File: src/rtl/dff_mon_pkg.sv
// Shared types and helpers for the DFF edge monitor and its sub-blocks.
package dff_mon_pkg;

  typedef enum logic [1:0] {
    S_IDLE = 2'd0,
    S_LOW  = 2'd1,
    S_HIGH = 2'd2
  } mon_state_t;

  // All-ones value of a w-bit counter, used as the saturation limit.
  function automatic logic [31:0] cnt_all_ones(input int unsigned w);
    if (w >= 32'd32) begin
      return 32'hFFFF_FFFF;
    end else begin
      return (32'd1 << w) - 32'd1;
    end
  endfunction

endpackage

File: src/rtl/sync_2ff.sv
// Two-flop synchroniser for a single asynchronous level.
module sync_2ff (
  input  logic clk,
  input  logic reset_n,
  input  logic d,
  output logic q
);

  logic s1_r;

  // Metastability chain: d -> s1_r -> q
  always_ff @(posedge clk or negedge reset_n) begin
    if (!reset_n) begin
      s1_r <= 1'b0;
      q    <= 1'b0;
    end else begin
      s1_r <= d;
      q    <= s1_r;
    end
  end

endmodule

File: src/rtl/dff_edge_monitor.sv
// Watches the DFF q output: resynchronises it, pulses on each edge, counts rises
// and measures every complete high pulse, flagging those shorter than MIN_WIDTH.
module dff_edge_monitor
  import dff_mon_pkg::*;
#(
  parameter int CNT_W     = 8,
  parameter int MIN_WIDTH = 3
) (
  input  logic             clk,
  input  logic             reset_n,
  input  logic             q_in,
  input  logic             clr,
  output logic             rise_pulse,
  output logic             fall_pulse,
  output logic [CNT_W-1:0] rise_cnt,
  output logic [CNT_W-1:0] width_last,
  output logic             width_valid,
  output logic             short_pulse
);

  localparam logic [CNT_W-1:0] SAT   = CNT_W'(cnt_all_ones(CNT_W));
  localparam logic [CNT_W-1:0] MIN_W = CNT_W'(MIN_WIDTH);
  localparam logic [CNT_W-1:0] ZERO  = {CNT_W{1'b0}};
  localparam logic [CNT_W-1:0] ONE   = {{(CNT_W-1){1'b0}}, 1'b1};

  logic             s2_s;
  logic             s3_r;
  logic             rise_ev_s;
  logic             fall_ev_s;
  mon_state_t       state_r;
  mon_state_t       state_nxt_s;
  logic [CNT_W-1:0] wcnt_r;
  logic [CNT_W-1:0] wcnt_nxt_s;
  logic [CNT_W-1:0] rise_cnt_nxt_s;
  logic [CNT_W-1:0] width_last_nxt_s;
  logic             rise_pulse_nxt_s;
  logic             fall_pulse_nxt_s;
  logic             width_valid_nxt_s;
  logic             short_pulse_nxt_s;

  sync_2ff u_sync (
    .clk     (clk),
    .reset_n (reset_n),
    .d       (q_in),
    .q       (s2_s)
  );

  // History flop behind the synchroniser; clr leaves it alone so in-flight edges survive
  always_ff @(posedge clk or negedge reset_n) begin
    if (!reset_n) begin
      s3_r <= 1'b0;
    end else begin
      s3_r <= s2_s;
    end
  end

  assign rise_ev_s = s2_s & ~s3_r;
  assign fall_ev_s = ~s2_s & s3_r;

  // Next-state, counter and strobe decode; clr overrides any event
  always_comb begin
    state_nxt_s       = state_r;
    wcnt_nxt_s        = wcnt_r;
    rise_cnt_nxt_s    = rise_cnt;
    width_last_nxt_s  = width_last;
    rise_pulse_nxt_s  = 1'b0;
    fall_pulse_nxt_s  = 1'b0;
    width_valid_nxt_s = 1'b0;
    short_pulse_nxt_s = 1'b0;
    if (clr) begin
      state_nxt_s      = S_IDLE;
      wcnt_nxt_s       = ZERO;
      rise_cnt_nxt_s   = ZERO;
      width_last_nxt_s = ZERO;
    end else begin
      rise_pulse_nxt_s = rise_ev_s;
      fall_pulse_nxt_s = fall_ev_s;
      if (rise_ev_s && (rise_cnt != SAT)) begin
        rise_cnt_nxt_s = rise_cnt + ONE;
      end else begin
        rise_cnt_nxt_s = rise_cnt;
      end
      case (state_r)
        S_IDLE: begin
          if (rise_ev_s) begin
            state_nxt_s = S_HIGH;
            wcnt_nxt_s  = ONE;
          end else if (fall_ev_s) begin
            state_nxt_s = S_LOW;
          end else begin
            state_nxt_s = S_IDLE;
          end
        end
        S_HIGH: begin
          if (fall_ev_s) begin
            state_nxt_s       = S_LOW;
            wcnt_nxt_s        = ZERO;
            width_last_nxt_s  = wcnt_r;
            width_valid_nxt_s = 1'b1;
            short_pulse_nxt_s = (wcnt_r < MIN_W);
          end else if (wcnt_r != SAT) begin
            wcnt_nxt_s = wcnt_r + ONE;
          end else begin
            wcnt_nxt_s = wcnt_r;
          end
        end
        S_LOW: begin
          if (rise_ev_s) begin
            state_nxt_s = S_HIGH;
            wcnt_nxt_s  = ONE;
          end else begin
            state_nxt_s = S_LOW;
          end
        end
        default: begin
          state_nxt_s = S_IDLE;
          wcnt_nxt_s  = ZERO;
        end
      endcase
    end
  end

  // State, width counter and all registered outputs
  always_ff @(posedge clk or negedge reset_n) begin
    if (!reset_n) begin
      state_r     <= S_IDLE;
      wcnt_r      <= ZERO;
      rise_cnt    <= ZERO;
      width_last  <= ZERO;
      rise_pulse  <= 1'b0;
      fall_pulse  <= 1'b0;
      width_valid <= 1'b0;
      short_pulse <= 1'b0;
    end else begin
      state_r     <= state_nxt_s;
      wcnt_r      <= wcnt_nxt_s;
      rise_cnt    <= rise_cnt_nxt_s;
      width_last  <= width_last_nxt_s;
      rise_pulse  <= rise_pulse_nxt_s;
      fall_pulse  <= fall_pulse_nxt_s;
      width_valid <= width_valid_nxt_s;
      short_pulse <= short_pulse_nxt_s;
    end
  end

endmodule

File: config.mk
export PLATFORM = sky130hd
export DESIGN_NAME = dff_edge_monitor
export DESIGN_NICKNAME = d
export VERILOG_FILES = /design/src/rtl/dff_mon_pkg.sv /design/src/rtl/sync_2ff.sv /design/src/rtl/dff_edge_monitor.sv
export SDC_FILE = /design/constraint.sdc
export NUM_CORES = 1
export LEC_CHECK = 0
export CAP_MARGIN = 30
export CORE_UTILIZATION = 55
export CTS_CLUSTER_DIAMETER = 60
export DETAILED_ROUTE_END_ITERATION = 8
export PLACE_DENSITY = 0.86
export SETUP_SLACK_MARGIN = 0.5
export SYNTH_ARGS = -nofsm -noshare
export SYNTH_HDL_FRONTEND = slang
export SYNTH_SLANG_ARGS = --single-unit
File: constraint.sdc
create_clock -name clk -period 4.6 [get_ports clk]
set_clock_uncertainty 0.15 [all_clocks]
set_input_delay 0.69 -clock clk [delete_from_list [all_inputs] [get_ports clk]]
set_output_delay 0.69 -clock clk [all_outputs]
set_load 0.005 [all_outputs]
==> metrics.yaml, run 1 <==
outcome:
  status: "finished, final reports clean"
sta:
  fin_crit_sh: 0.617
  rsz0062_at_grt: "false"
  setup_viol: 0
  tns_ns: 0
  worst_slew_pin_slew_ns: 1.01
  slew_viol_final: 0
  fin_crit_ns: 2.84
  hold_violations: 0
  relSlewSlack: 0.317
  fmax_mhz: 352
  final.setup.worst_slack_ns: 1.76
  holdWs_ns: 0.212
placed_design:
  gp_congestion: 0.848
  portBuffers: 23
  dp_hpwl_um: 2280
  dp_slack_ns: 1.44
  place_inst: 201
synthesis:
  syn-num-nets: 158
  synth-seq-cells: 33
  synthCells: 152
  seq_area_frac_synth: 0.546
  ys_types: 40
  netlist_area_um2: 1510
  ys_warn_count: 0
  syn-mean-instance-area_um2: 9.95
global_route:
  overflow: 0
  grt_max_degree: 34
  grt_pass1_vias: 1155
  grt.total_usage: 0.247
  grt_pass1_wl_um: 5060
  antenna_found_initial: 0
finish:
  fin_util: 0.711
  nNetsFinal: 184
  drive_above_1_share: 0.0726
  final_cell_count_no_fill: 209
  syn2layout_area_growth_pct: 19.6
  num_antenna_cells: 0
  final.fill_count: 200
worst_setup_path:
  endpoint_kind: "flop"
  crit_fanout: 25
  r2r_slack_ns: 2.47
  crit_required_ns: 4.71
  r2r-end: "wcnt_r[7]"
  critPathKind: "input port to flop"
  r2r_start: "wcnt_r[0]"
  r2r_cells: 6
  crit_path_start_kind: "input port"
  crit_arrival_ns: 2.94
clock_tree:
  hold_buffers: 0
  clock_latency_ns: 0.33
  cts_root_buffer: "clkbuf_4"
  cts_buffer_depth: 2
  htreeDepth: 2
  cts_tree: "yes"
  numClockSinks: 33
  cts_resized: 0
  cts_setup_buffers: 0
  numCtsBuffers: 5
  clk_pin_slew_ns: 0.09
worst_hold_path:
  whs_path_depth: 0
  hp-start: "u_sync.s1_r"
  hold_class: "flop to flop"
  holdPathEnd: "u_sync.q"
drt:
  routed_wl_um: 3150
  wl_per_cell_um: 15.1
  drc_errors: 0
  routed_via_density: 6.01
  vias: 1257
  drtAntennaViolNets: 0
  firstDrtPassIters: 4
  drt_iter0_drc: 38
die:
  die_h_um: 54.4
  ioPinCount: 24
  start_util: 0.594
  fp.dieW_um: 54.4
  core-area_um2: 2540
  die-area_um2: 2960
  fp-row-count: 18
power_and_ir_drop:
  vdd_drop_max_mv: 0.312
  p_leak_uw: 0.000762
  pwr_density_cell_nw_per_um2: 272
flow_run:
  cap_violations: 0
## final cells by class
| class | count | area, µm² | share of cell area |
|---|---|---|---|
| repair buffers | 24 | 238 | 0.131 |
| inverters | 1 | 3.75 | 0.00207 |
| well taps | 30 | 37.5 | 0.0207 |
| multi-input cells | 113 | 656 | 0.362 |
| flip-flops and latches | 33 | 826 | 0.456 |
| clock buffers | 8 | 48.8 | 0.0270 |
## synth_stat cells (all sizes together)
cell     n  area share
mux2i    2       0.013
a31oi    2      0.0083
nand2b   2      0.0083
or2b     1      0.0050
clkbuf   3      0.0074
a311oi   1      0.0058
or4b     1      0.0066
and2     1      0.0041
o21ai    9       0.040
o31a     1      0.0058
a21boi   2       0.015
a211oi   1      0.0050
a21oi   13       0.043
and2b    1      0.0050
nand4b   1      0.0058
nor4b    1      0.0058
and4     1      0.0058
nor3     3      0.0099
or4      1      0.0050
nor4     1      0.0041
dfrtp   33        0.55
nand3    6       0.020
and3     5       0.021
o21a     1      0.0050
nand2   27       0.067
nor2    15       0.037
nor2b    1      0.0091
xor2     2       0.012
o31ai    3       0.018
a41oi    1      0.0058
buf      2       0.011
or3      2      0.0091
inv      1      0.0025
ha       2       0.017
nand4    3       0.012
## placed cells by master (no fill, tap or decap), types with 2 or more instances in the layout
cell type,n
o31ai_1,2
ha_1,2
nand2b_1,2
nor2_1,15
and3_1,5
a31oi_1,2
nand2_1,27
mux2i_1,2
o21ai_0,7
clkbuf_1,3
clkbuf_4,5
a21oi_1,13
nand3_1,6
nor3_1,3
clkdlybuf4s50_1,23
dfrtp_1,33
a21boi_2,2
nand4_1,3
xor2_1,2
## stage by stage
step	area [µm²]	total power, µW
final	1810	492
after global routing	1810	515
after CTS	1810	497
after detailed placement	1760	348
after global placement	1760	346
after floorplan	1510	330
## metal layers
metal	part of all wire	global-route usage
met1	0.41	0.297
met2	0.51	0.407
met3	0.058	0.0667
met4	0.022	0.120
met5	0	0
## logic make-up after synthesis
kind of cell | after synthesis | share of synthesized area
AOI/OAI and AO/OA | 34 | 0.151
DFF | 33 | 0.546
and+or+nand+nor | 73 | 0.241
muxes | 2 | 0.0132
xor gates and xnor gates | 2 | 0.0116
buffers and inverters | 6 | 0.0207
adders and majority gates | 2 | 0.0165
## power by group
part	switching, µW	internal [µW]	leakage [µW]
sequential	7.30	296	0.000449
combinational	22.4	15.8	0.000286
clock	89.6	60.9	0.0000265
## worst max-delay path by stage
stage | from | end | slack, ns | cells past startpoint
5_1_grt | clr | wcnt_r[4] | 1.61 | 4
4_1_cts | clr | wcnt_r[7] | 1.79 | 5
3_5_place_dp | clr | wcnt_r[7] | 1.44 | 5
2_1_floorplan | clr | wcnt_r[7] | 2.44 | 6
6_report | clr | wcnt_r[4] | 1.76 | 4
3_3_place_gp | clr | wcnt_r[7] | 1.51 | 5
## flip-flops by register name, indices dropped and copies added, names as in the netlist
| name | count |
|---|---|
| rise_pulse | 1 |
| short_pulse | 1 |
| state_r | 2 |
| rise_cnt | 8 |
| s3_r | 1 |
| width_last | 8 |
| u_sync.q | 1 |
| wcnt_r | 8 |
| u_sync.s1_r | 1 |
| width_valid | 1 |
| fall_pulse | 1 |
## worst max-delay path, stage by stage
cell and delay, ns:
clkdlybuf4s50_1 0.82, nor4b_1 1.04, o21ai_0 0.20, a21oi_1 0.19
(Power assumes the default switching activity.)
==> run 2: changes to the inputs <==
Settings changed: CORE_UTILIZATION 55 to 47, PLACE_DENSITY 0.86 to 0.78.
Clock period 4.6 ns to 2.5 ns, I/O delays scaled along.
==> metrics.yaml, run 2 (synthesis results as in run 1) <==
worst_setup_path:
  r2r-end: "wcnt_r[7]"
  r2r_cells: 5
  crit_start: "clr"
  r2r_slack_ns: 0.60
  crit_fanout: 6
  crit_required_ns: 2.57
  endpoint_kind: "flop"
  r2r_start: "s3_r"
  crit_path_start_kind: "input port"
  crit_arrival_ns: 1.98
  setup.worst_path.end: "wcnt_r[7]"
  critPathKind: "input port to flop"
drt:
  drt_iter0_drc: 70
  drc_errors: 0
  routed_wl_um: 3260
  vias: 1274
  firstDrtPassIters: 4
  routed.top_layer: "met4"
  drtAntennaViolNets: 0
  routed_via_density: 5.59
  met3_wirelength_um: 162
  wl_per_cell_um: 14.3
  dr_wl_met2_um: 1610
  wirelength_met1_um: 1430
finish:
  nNetsFinal: 189
  fin_area_um2: 1890
  drive_above_1_share: 0.130
  fin_util: 0.620
  mostFrequentLayoutCells: "dfrtp_1 (33), nand2_1 (26), clkdlybuf4s50_1 (23)"
  final.fill_count: 267
  num_antenna_cells: 0
  top_regs: "rise_cnt x8, wcnt_r x8, width_last x8"
  mostFrequentLayoutCell: "dfrtp_1"
  final_cell_count_no_fill: 228
  syn2layout_area_growth_pct: 25.2
power_and_ir_drop:
  combPwrFrac: 0.082
  vdd_drop_max_mv: 0.363
  pwr_density_cell_nw_per_um2: 516
  p_sw_uw: 234
  p_leak_uw: 0.000799
  power_frac_seq: 0.570
  power.share.switching: 0.240
  intPower_uw: 743
  clkPwrFrac: 0.347
clock_tree:
  clock_latency_ns: 0.33
  numCtsBuffers: 5
  cts_tree: "yes"
  hold_buffers: 0
  numClockSinks: 33
  cts_buffer_depth: 2
  htreeDepth: 2
  cts_root_buffer: "clkbuf_4"
  clk_pin_slew_ns: 0.09
placed_design:
  place_inst: 217
  portBuffers: 23
  place_area_um2: 1790
  dp_hpwl_um: 2230
  gp_congestion: 0.892
global_route:
  grt_pass1_vias: 1226
  grt.total_usage: 0.213
  overflow: 0
  grt_pass1_wl_um: 5460
  grt_max_degree: 34
  antenna_found_initial: 0
sta:
  relSlewSlack: 0.726
  hold_violations: 0
  worst_slew_pin_slew_ns: 0.411
  tns_ns: 0
  fmax_mhz: 523
  rsz0062_at_grt: "false"
  setup_viol: 0
  slew_viol_final: 0
  holdWs_ns: 0.215
  fin_crit_ns: 1.91
  fin_crit_sh: 0.765
worst_hold_path:
  hold_class: "flop to flop"
die:
  start_util: 0.495
  fp.dieW_um: 58.7
  fp-row-count: 20
  die-area_um2: 3450
  ioPinCount: 24
  core-area_um2: 3050
  die_h_um: 58.7
flow_run:
  cap_violations: 0
outcome:
  status: "finished, final reports clean"
-- run 2: per-stage QoR --
stage / power, µW / setup slack [ns]
3_5_place_dp: 642 / 0.180
3_3_place_gp: 639 / 0.229
2_1_floorplan: 607 / 0.603
5_1_grt: 1020 / 0.514
6_report: 977 / 0.589
4_1_cts: 984 / 0.509
-- run 2: final cells by class --
cell class	instances	area, µm²	share of cell area
Sequential cell	33	826	0.436
Clock buffer	7	65.1	0.0343
Multi-Input combinational cell	114	672	0.355
Inverter	1	3.75	0.00198
Tap cell	44	55.1	0.0291
Clock inverter	1	5.00	0.00264
Timing Repair Buffer	28	268	0.141
-- run 2: worst min path at each step --
stage                     slack, ns    endpoint        start  depth (start not counted)
after global placement         0.19    u_sync.q  u_sync.s1_r                          0
after floorplan               -0.07  fall_pulse      reset_n                          0
after CTS                      0.22    u_sync.q  u_sync.s1_r                          0
final                          0.21    u_sync.q  u_sync.s1_r                          0
after detailed placement       0.20    u_sync.q  u_sync.s1_r                          0
after global routing           0.22    u_sync.q  u_sync.s1_r                          0
-- run 2: routing by layer --
| metal | up-vias | GRT usage |
|---|---|---|
| met5 | - | 0 |
| met4 | 0 | 0.0850 |
| met3 | 6 | 0.0769 |
| met2 | 45 | 0.347 |
| met1 | 621 | 0.257 |
| li1 | 602 | - |
-- run 2: timing repair --
item,4_1_cts,5_1_grt
resized for setup,1,2
endpoints found under the setup margin,1,4
buffers inserted,1,1
pin swaps,0,1
gates cloned,0,1
-- run 2: worst max-delay path, stage by stage --
cell	delay, ns
clkdlybuf4s50_1	0.46
or4b_1	0.68
o21ai_4	0.25
or4_1	0.16
a21boi_2	0.05
-- run 2: power by group through the flow --
| stage | logic (µW) | registers [µW] | clock network (µW) |
|---|---|---|---|
| floorplan | 40.3 | 566 | 0 |
| global placement | 70.6 | 568 | 0 |
| detailed placement | 72.8 | 570 | 0 |
| CTS | 79.1 | 557 | 348 |
| global route | 90.7 | 559 | 371 |
| finish | 80.5 | 557 | 339 |
